### src/rtl/cic_d_rate_ctrl.sv
// Rate-change sequencer for a variable-rate cic_d: range-checks rate requests, stalls and drains
// the input, issues one rate write, then blanks the comb transient until outputs have settled.
//
// state  | meaning
// -------+-----------------------------------------------------------------
// RUN    | normal streaming; rate requests accepted here only
// DRAIN  | input stalled for DRAIN_CYCLES; old-rate outputs still forwarded
// APPLY  | one-cycle rate write strobe to cic_d; outputs blanked
// SETTLE | input resumes; first SETTLE_OUTPUTS cic_d outputs discarded
module cic_d_rate_ctrl #(
   parameter int INP_DW         = 32,
   parameter int OUT_DW         = 32,
   parameter int RATE_DW        = 32,
   parameter int CIC_R          = 10,
   parameter int CIC_N          = 7,
   parameter int CIC_M          = 1,
   parameter int DRAIN_CYCLES   = 16,
   parameter int SETTLE_OUTPUTS = CIC_N * CIC_M
) (
   input  logic               clk,
   input  logic               reset_n,
   input  logic [RATE_DW-1:0] s_axis_cfg_tdata,
   input  logic               s_axis_cfg_tvalid,
   output logic               s_axis_cfg_tready,
   input  logic [INP_DW-1:0]  s_axis_in_tdata,
   input  logic               s_axis_in_tvalid,
   output logic               s_axis_in_tready,
   output logic [INP_DW-1:0]  m_axis_cic_tdata,
   output logic               m_axis_cic_tvalid,
   output logic [RATE_DW-1:0] m_axis_rate_tdata,
   output logic               m_axis_rate_tvalid,
   input  logic [OUT_DW-1:0]  s_axis_cic_out_tdata,
   input  logic               s_axis_cic_out_tvalid,
   output logic [OUT_DW-1:0]  m_axis_out_tdata,
   output logic               m_axis_out_tvalid,
   output logic [RATE_DW-1:0] cur_rate,
   output logic               busy,
   output logic               cfg_err
);

   localparam int DRAIN_W  = (DRAIN_CYCLES > 0) ? $clog2(DRAIN_CYCLES + 1) : 1;
   localparam int SETTLE_W = (SETTLE_OUTPUTS > 0) ? $clog2(SETTLE_OUTPUTS + 1) : 1;
   localparam logic [DRAIN_W-1:0]  DRAIN_LAST = DRAIN_W'((DRAIN_CYCLES > 0) ? DRAIN_CYCLES - 1 : 0);
   localparam logic [SETTLE_W-1:0] SETTLE_TC  = SETTLE_W'(SETTLE_OUTPUTS);
   localparam logic [RATE_DW-1:0]  RATE_MAX   = RATE_DW'(CIC_R);

   typedef enum logic [1:0] {
      ST_RUN,
      ST_DRAIN,
      ST_APPLY,
      ST_SETTLE
   } state_t;

   state_t               state_q, state_d;
   logic [DRAIN_W-1:0]   drain_cnt_q, drain_cnt_d;
   logic [SETTLE_W-1:0]  settle_cnt_q, settle_cnt_d;
   logic [RATE_DW-1:0]   new_rate_q, new_rate_d;
   logic [RATE_DW-1:0]   cur_rate_q, cur_rate_d;
   logic [RATE_DW-1:0]   rate_tdata_q, rate_tdata_d;
   logic                 rate_tvalid_q, rate_tvalid_d;
   logic                 cfg_err_q, cfg_err_d;
   logic [OUT_DW-1:0]    out_tdata_q;
   logic                 out_tvalid_q;
   logic                 cfg_fire;
   logic                 rate_bad;
   logic                 blank;
   logic                 out_fwd;

   assign cfg_fire = s_axis_cfg_tvalid && (state_q == ST_RUN);
   assign rate_bad = (s_axis_cfg_tdata == '0) || (s_axis_cfg_tdata > RATE_MAX);
   assign blank    = (state_q == ST_APPLY) || (state_q == ST_SETTLE);
   assign out_fwd  = s_axis_cic_out_tvalid && !blank;

   assign s_axis_cfg_tready  = (state_q == ST_RUN);
   assign s_axis_in_tready   = (state_q != ST_DRAIN);
   assign m_axis_cic_tdata   = s_axis_in_tdata;
   assign m_axis_cic_tvalid  = s_axis_in_tvalid && s_axis_in_tready;
   assign m_axis_rate_tdata  = rate_tdata_q;
   assign m_axis_rate_tvalid = rate_tvalid_q;
   assign m_axis_out_tdata   = out_tdata_q;
   assign m_axis_out_tvalid  = out_tvalid_q;
   assign cur_rate           = cur_rate_q;
   assign busy               = (state_q != ST_RUN);
   assign cfg_err            = cfg_err_q;

   always_comb begin
      state_d       = state_q;
      drain_cnt_d   = drain_cnt_q;
      settle_cnt_d  = settle_cnt_q;
      new_rate_d    = new_rate_q;
      cur_rate_d    = cur_rate_q;
      rate_tdata_d  = rate_tdata_q;
      rate_tvalid_d = 1'b0;
      cfg_err_d     = 1'b0;
      case (state_q)
         ST_RUN: begin
            if (cfg_fire) begin
               if (rate_bad) begin
                  cfg_err_d = 1'b1;
               end else if (s_axis_cfg_tdata != cur_rate_q) begin
                  new_rate_d  = s_axis_cfg_tdata;
                  drain_cnt_d = '0;
                  state_d     = ST_DRAIN;
               end
            end
         end
         ST_DRAIN: begin
            // Strobe is registered so it lines up exactly with the APPLY cycle.
            if (drain_cnt_q == DRAIN_LAST) begin
               rate_tvalid_d = 1'b1;
               rate_tdata_d  = new_rate_q;
               state_d       = ST_APPLY;
            end else begin
               drain_cnt_d = drain_cnt_q + 1'b1;
            end
         end
         ST_APPLY: begin
            cur_rate_d   = new_rate_q;
            settle_cnt_d = '0;
            state_d      = ST_SETTLE;
         end
         ST_SETTLE: begin
            if (SETTLE_OUTPUTS == 0) begin
               state_d = ST_RUN;
            end else if (s_axis_cic_out_tvalid) begin
               settle_cnt_d = settle_cnt_q + 1'b1;
               if (settle_cnt_d == SETTLE_TC) begin
                  state_d = ST_RUN;
               end
            end
         end
         default: state_d = ST_RUN;
      endcase
   end

   always_ff @(posedge clk) begin
      if (!reset_n) begin
         state_q       <= ST_RUN;
         drain_cnt_q   <= '0;
         settle_cnt_q  <= '0;
         new_rate_q    <= RATE_MAX;
         cur_rate_q    <= RATE_MAX;
         rate_tdata_q  <= RATE_MAX;
         rate_tvalid_q <= 1'b0;
         cfg_err_q     <= 1'b0;
      end else begin
         state_q       <= state_d;
         drain_cnt_q   <= drain_cnt_d;
         settle_cnt_q  <= settle_cnt_d;
         new_rate_q    <= new_rate_d;
         cur_rate_q    <= cur_rate_d;
         rate_tdata_q  <= rate_tdata_d;
         rate_tvalid_q <= rate_tvalid_d;
         cfg_err_q     <= cfg_err_d;
      end
   end

   // Blanked samples leave tdata holding its last settled value.
   always_ff @(posedge clk) begin
      if (!reset_n) begin
         out_tvalid_q <= 1'b0;
         out_tdata_q  <= '0;
      end else begin
         out_tvalid_q <= out_fwd;
         if (out_fwd) begin
            out_tdata_q <= s_axis_cic_out_tdata;
         end
      end
   end

endmodule

### config.mk
export PLATFORM = sky130hd
export DESIGN_NAME = cic_d_rate_ctrl
export DESIGN_NICKNAME = d
export VERILOG_FILES = /design/src/rtl/cic_d_rate_ctrl.sv
export SDC_FILE = /design/constraint.sdc
export NUM_CORES = 1
export LEC_CHECK = 0
export ABC_AREA = 1
export CORE_AREA = 2 2 161 84
export CTS_CLUSTER_SIZE = 8
export DETAILED_ROUTE_END_ITERATION = 12
export DIE_AREA = 0 0 163 86
export PLACE_DENSITY = 0.86
export SYNTH_ARGS = -nofsm -noshare
export SYNTH_HDL_FRONTEND = slang
export SYNTH_SLANG_ARGS = --single-unit
export TNS_END_PERCENT = 30
### constraint.sdc
create_clock -name clk -period 2.73 [get_ports clk]
set_input_delay 0.546 -clock clk [delete_from_list [all_inputs] [get_ports clk]]
set_output_delay 0.546 -clock clk [all_outputs]
set_load 0.05 [all_outputs]
==> run summary <==
DRC: 0
Congestion Overflow GR: 0
antenna violations before repair: 0
hold buffers post-CTS: 0
outcome: completed
fmax: 397 MHz
#FFs+latches synth: 141
Routed Antenna Nets: 0
crit path cell chain: inv_1 > ha_1 > inv_1 > clkdlybuf4s50_1
GPL Wtd Cong: 0.873
post-synthesis cell type count: 30
largest cells by area after synthesis: dfxtp_1 48%, nor2_1 15%, o21ai_0 8.0%
DR vias/cell: 5.06
Synth warnings: 0
min cycle time layout: 2.52 ns
Required @ worst endpoint: 2.18 ns
fill count: 948
post_cts resized: 0
Crit-path slowest cell: clkdlybuf4s50_1
register area: 2820 um2
most frequent CP cell: inv_1
Die Y-Extent: 86 um
worst hold path type: register to register
Max-slew headroom: 64.0%
RSZ-0062 raised after global routing: false
critical path class: register to primary output
Clock Skews: 0.00719 ns
CTS buffer count: 17
Hold WS: 0.455 ns
Critical Path Sink Type: primary output
CP top delay family: buffers and inverters
Pre-Repair DR Iteration Count: 6
nets@finish: 1,033
area grow syn2layout: 37.8%
Initial Util: 46.9%
Setup WS post-layout: 0.211 ns
largest net degree at the start of global routing: 100
DR vias: 5,593
post-synthesis sequential area ratio: 48.1%
H-tree lvl count: 4
Multi-input gate area: 2470 um2
CTS max path bufs: 2
Pins Over Slew Limit: 0
PwrDens: 614 nW/um2
clock root cell: clkbuf_16
P_leak: 3.24 nW
syn nets: 902
Diodes inserted: 0
clock insertion delay at the later pin of the skew report: 0.41 ns
CP bufs+invs: 3
DP Worst Slack: 0.213 ns
post-synthesis area per instance: 7.40 um2
core region area: 12,500 um2
prevailing post-synth register cell: dfxtp_1
Routed WL: 17,200 um
startpoint class of the critical path: register
Post-CTS Setup Bufs: 0
EDFF count, synth: 0
Final setup viols: 0
Total GRT Usage: 24.2%
die width: 163 um
crit path DAT: 1.97 ns
clock slew at reported path FFs: 0.06 ns
Iter 0 DRT Violations: 445
setup_tns: 0 ns
Final Hold Fails: 0
die footprint: 14,000 um2
CP Max Fanout: 4
worst stage delay on the critical path: 0.80 ns
proportion of layout cells with a drive suffix above 1: 6.30%
vias in the first global route: 5,429
Row Count: 29
I/O pins: 236
Max Cap Viol: 0
CTS Sinks: 141
# port buffers: 171
final period utilization: 92.3%
Syn Std Cell Area: 5870 um2
asr flop ratio synth: 0%
Yosys top cell by area: dfxtp_1
Worst Max-Slew Pin Slew: 0.538 ns
first-pass GRT wire length: 26,900 um
CTS tree: yes
wire length per cell: 15.5 um
top cell type's share of synthesized area: 48.1%
Peak VDD IR: 377 uV
hpwl dp: 12,000 um
Cells after Synth: 793
[power by group]
part	leakage, nW	switching, W	internal (W)
Sequential	1.14	0.0000168	0.00209
Combinational	1.80	0.000284	0.000200
Clock	0.294	0.000877	0.00149
Total	3.24	0.00118	0.00379
[cells by family after synthesis]
logic type	count (synthesis)	share of synthesized area [%]
AOI/OAI and AO/OA	121	10.6
adders and majority gates	8	1.71
buffers and inverters	114	9.79
DFF	141	48.1
xor gates and xnor gates	23	3.43
and+or+nand+nor	386	26.3
[Yosys cell counts, types with 2 or more instances]
| cell | count |
|---|---|
| o21ai_0 | 94 |
| inv_2 | 2 |
| nor2_1 | 231 |
| or2_2 | 4 |
| a21oi_1 | 23 |
| ha_1 | 8 |
| nor3_1 | 2 |
| dfxtp_1 | 141 |
| nand3_1 | 18 |
| nand2_1 | 119 |
| clkbuf_1 | 31 |
| nand3_2 | 3 |
| inv_1 | 42 |
| buf_4 | 32 |
| nand2_2 | 3 |
| buf_6 | 3 |
| buf_2 | 3 |
| xnor2_1 | 22 |
[state kept, by name, indices dropped and copies added (netlist names)]
register,count
cur_rate,32
m_axis_out_tdata,32
m_axis_rate_tdata,32
new_rate_q,32
drain_cnt_q,5
settle_cnt_q,3
state_q,2
cfg_err,1
m_axis_out_tvalid,1
m_axis_rate_tvalid,1
[final cells by class]
type                    count  share of cell area (%)
clock buffers              23                    6.29
clock inverters             8                    1.30
inverters                  45                    2.09
multi-input cells         538                    30.6
flip-flops and latches    141                    34.9
well taps                 170                    2.63
repair buffers            181                    22.2
[final timing paths]
path / startpoint / endpoint / slack [ns] / depth (start not counted)
worst min-delay path: new_rate_q[29] / new_rate_q[29] / 0.45 / 2
worst min register to register: new_rate_q[29] / new_rate_q[29] / 0.45 / 2
worst max-delay path: state_q[1] / busy / 0.21 / 4
worst max register to register: state_q[0] / m_axis_out_tdata[30] / 0.65 / 9
[layout by cell type, fill, tap and decap left out, types with 4 or more instances in the layout]
| master | n |
|---|---|
| dfxtp_1 | 141 |
| o21ai_0 | 94 |
| a21oi_1 | 23 |
| nand2_1 | 119 |
| nand3_1 | 18 |
| inv_1 | 42 |
| nor2_1 | 231 |
| clkdlybuf4s50_1 | 168 |
| or2_2 | 4 |
| ha_1 | 8 |
| xnor2_1 | 22 |
| clkbuf_16 | 17 |
| clkbuf_8 | 6 |
| buf_4 | 10 |
[tightest hold or removal path, cell delays in order, from the launching register on]
cell     delay [ns]
dfxtp_1        0.32
nand2_1        0.06
nor2_1         0.03
[per-stage QoR]
stage | area, um2 | instances | power [W] | utilization [%]
2_1_floorplan | 5870 | 793 | 0.00254 | -
3_3_place_gp | 7460 | 1075 | 0.00263 | 59.6
3_5_place_dp | 7460 | 1075 | 0.00264 | 59.6
4_1_cts | 8080 | 1106 | 0.00498 | 64.5
5_1_grt | 8080 | 1106 | 0.00510 | 64.5
6_report | 8080 | 1106 | 0.00496 | 64.5
[metal layers]
layer	GRT usage, %	up-vias	part of all wire (%)	wire length, um
met3	6.04	36	7.1	1220
met1	27.1	2617	39	6730
met5	0	-	0	0
met4	9.90	0	2.5	434
met2	44.5	228	51	8810
li1	-	2712	-	-
(Power assumes the default switching activity.)
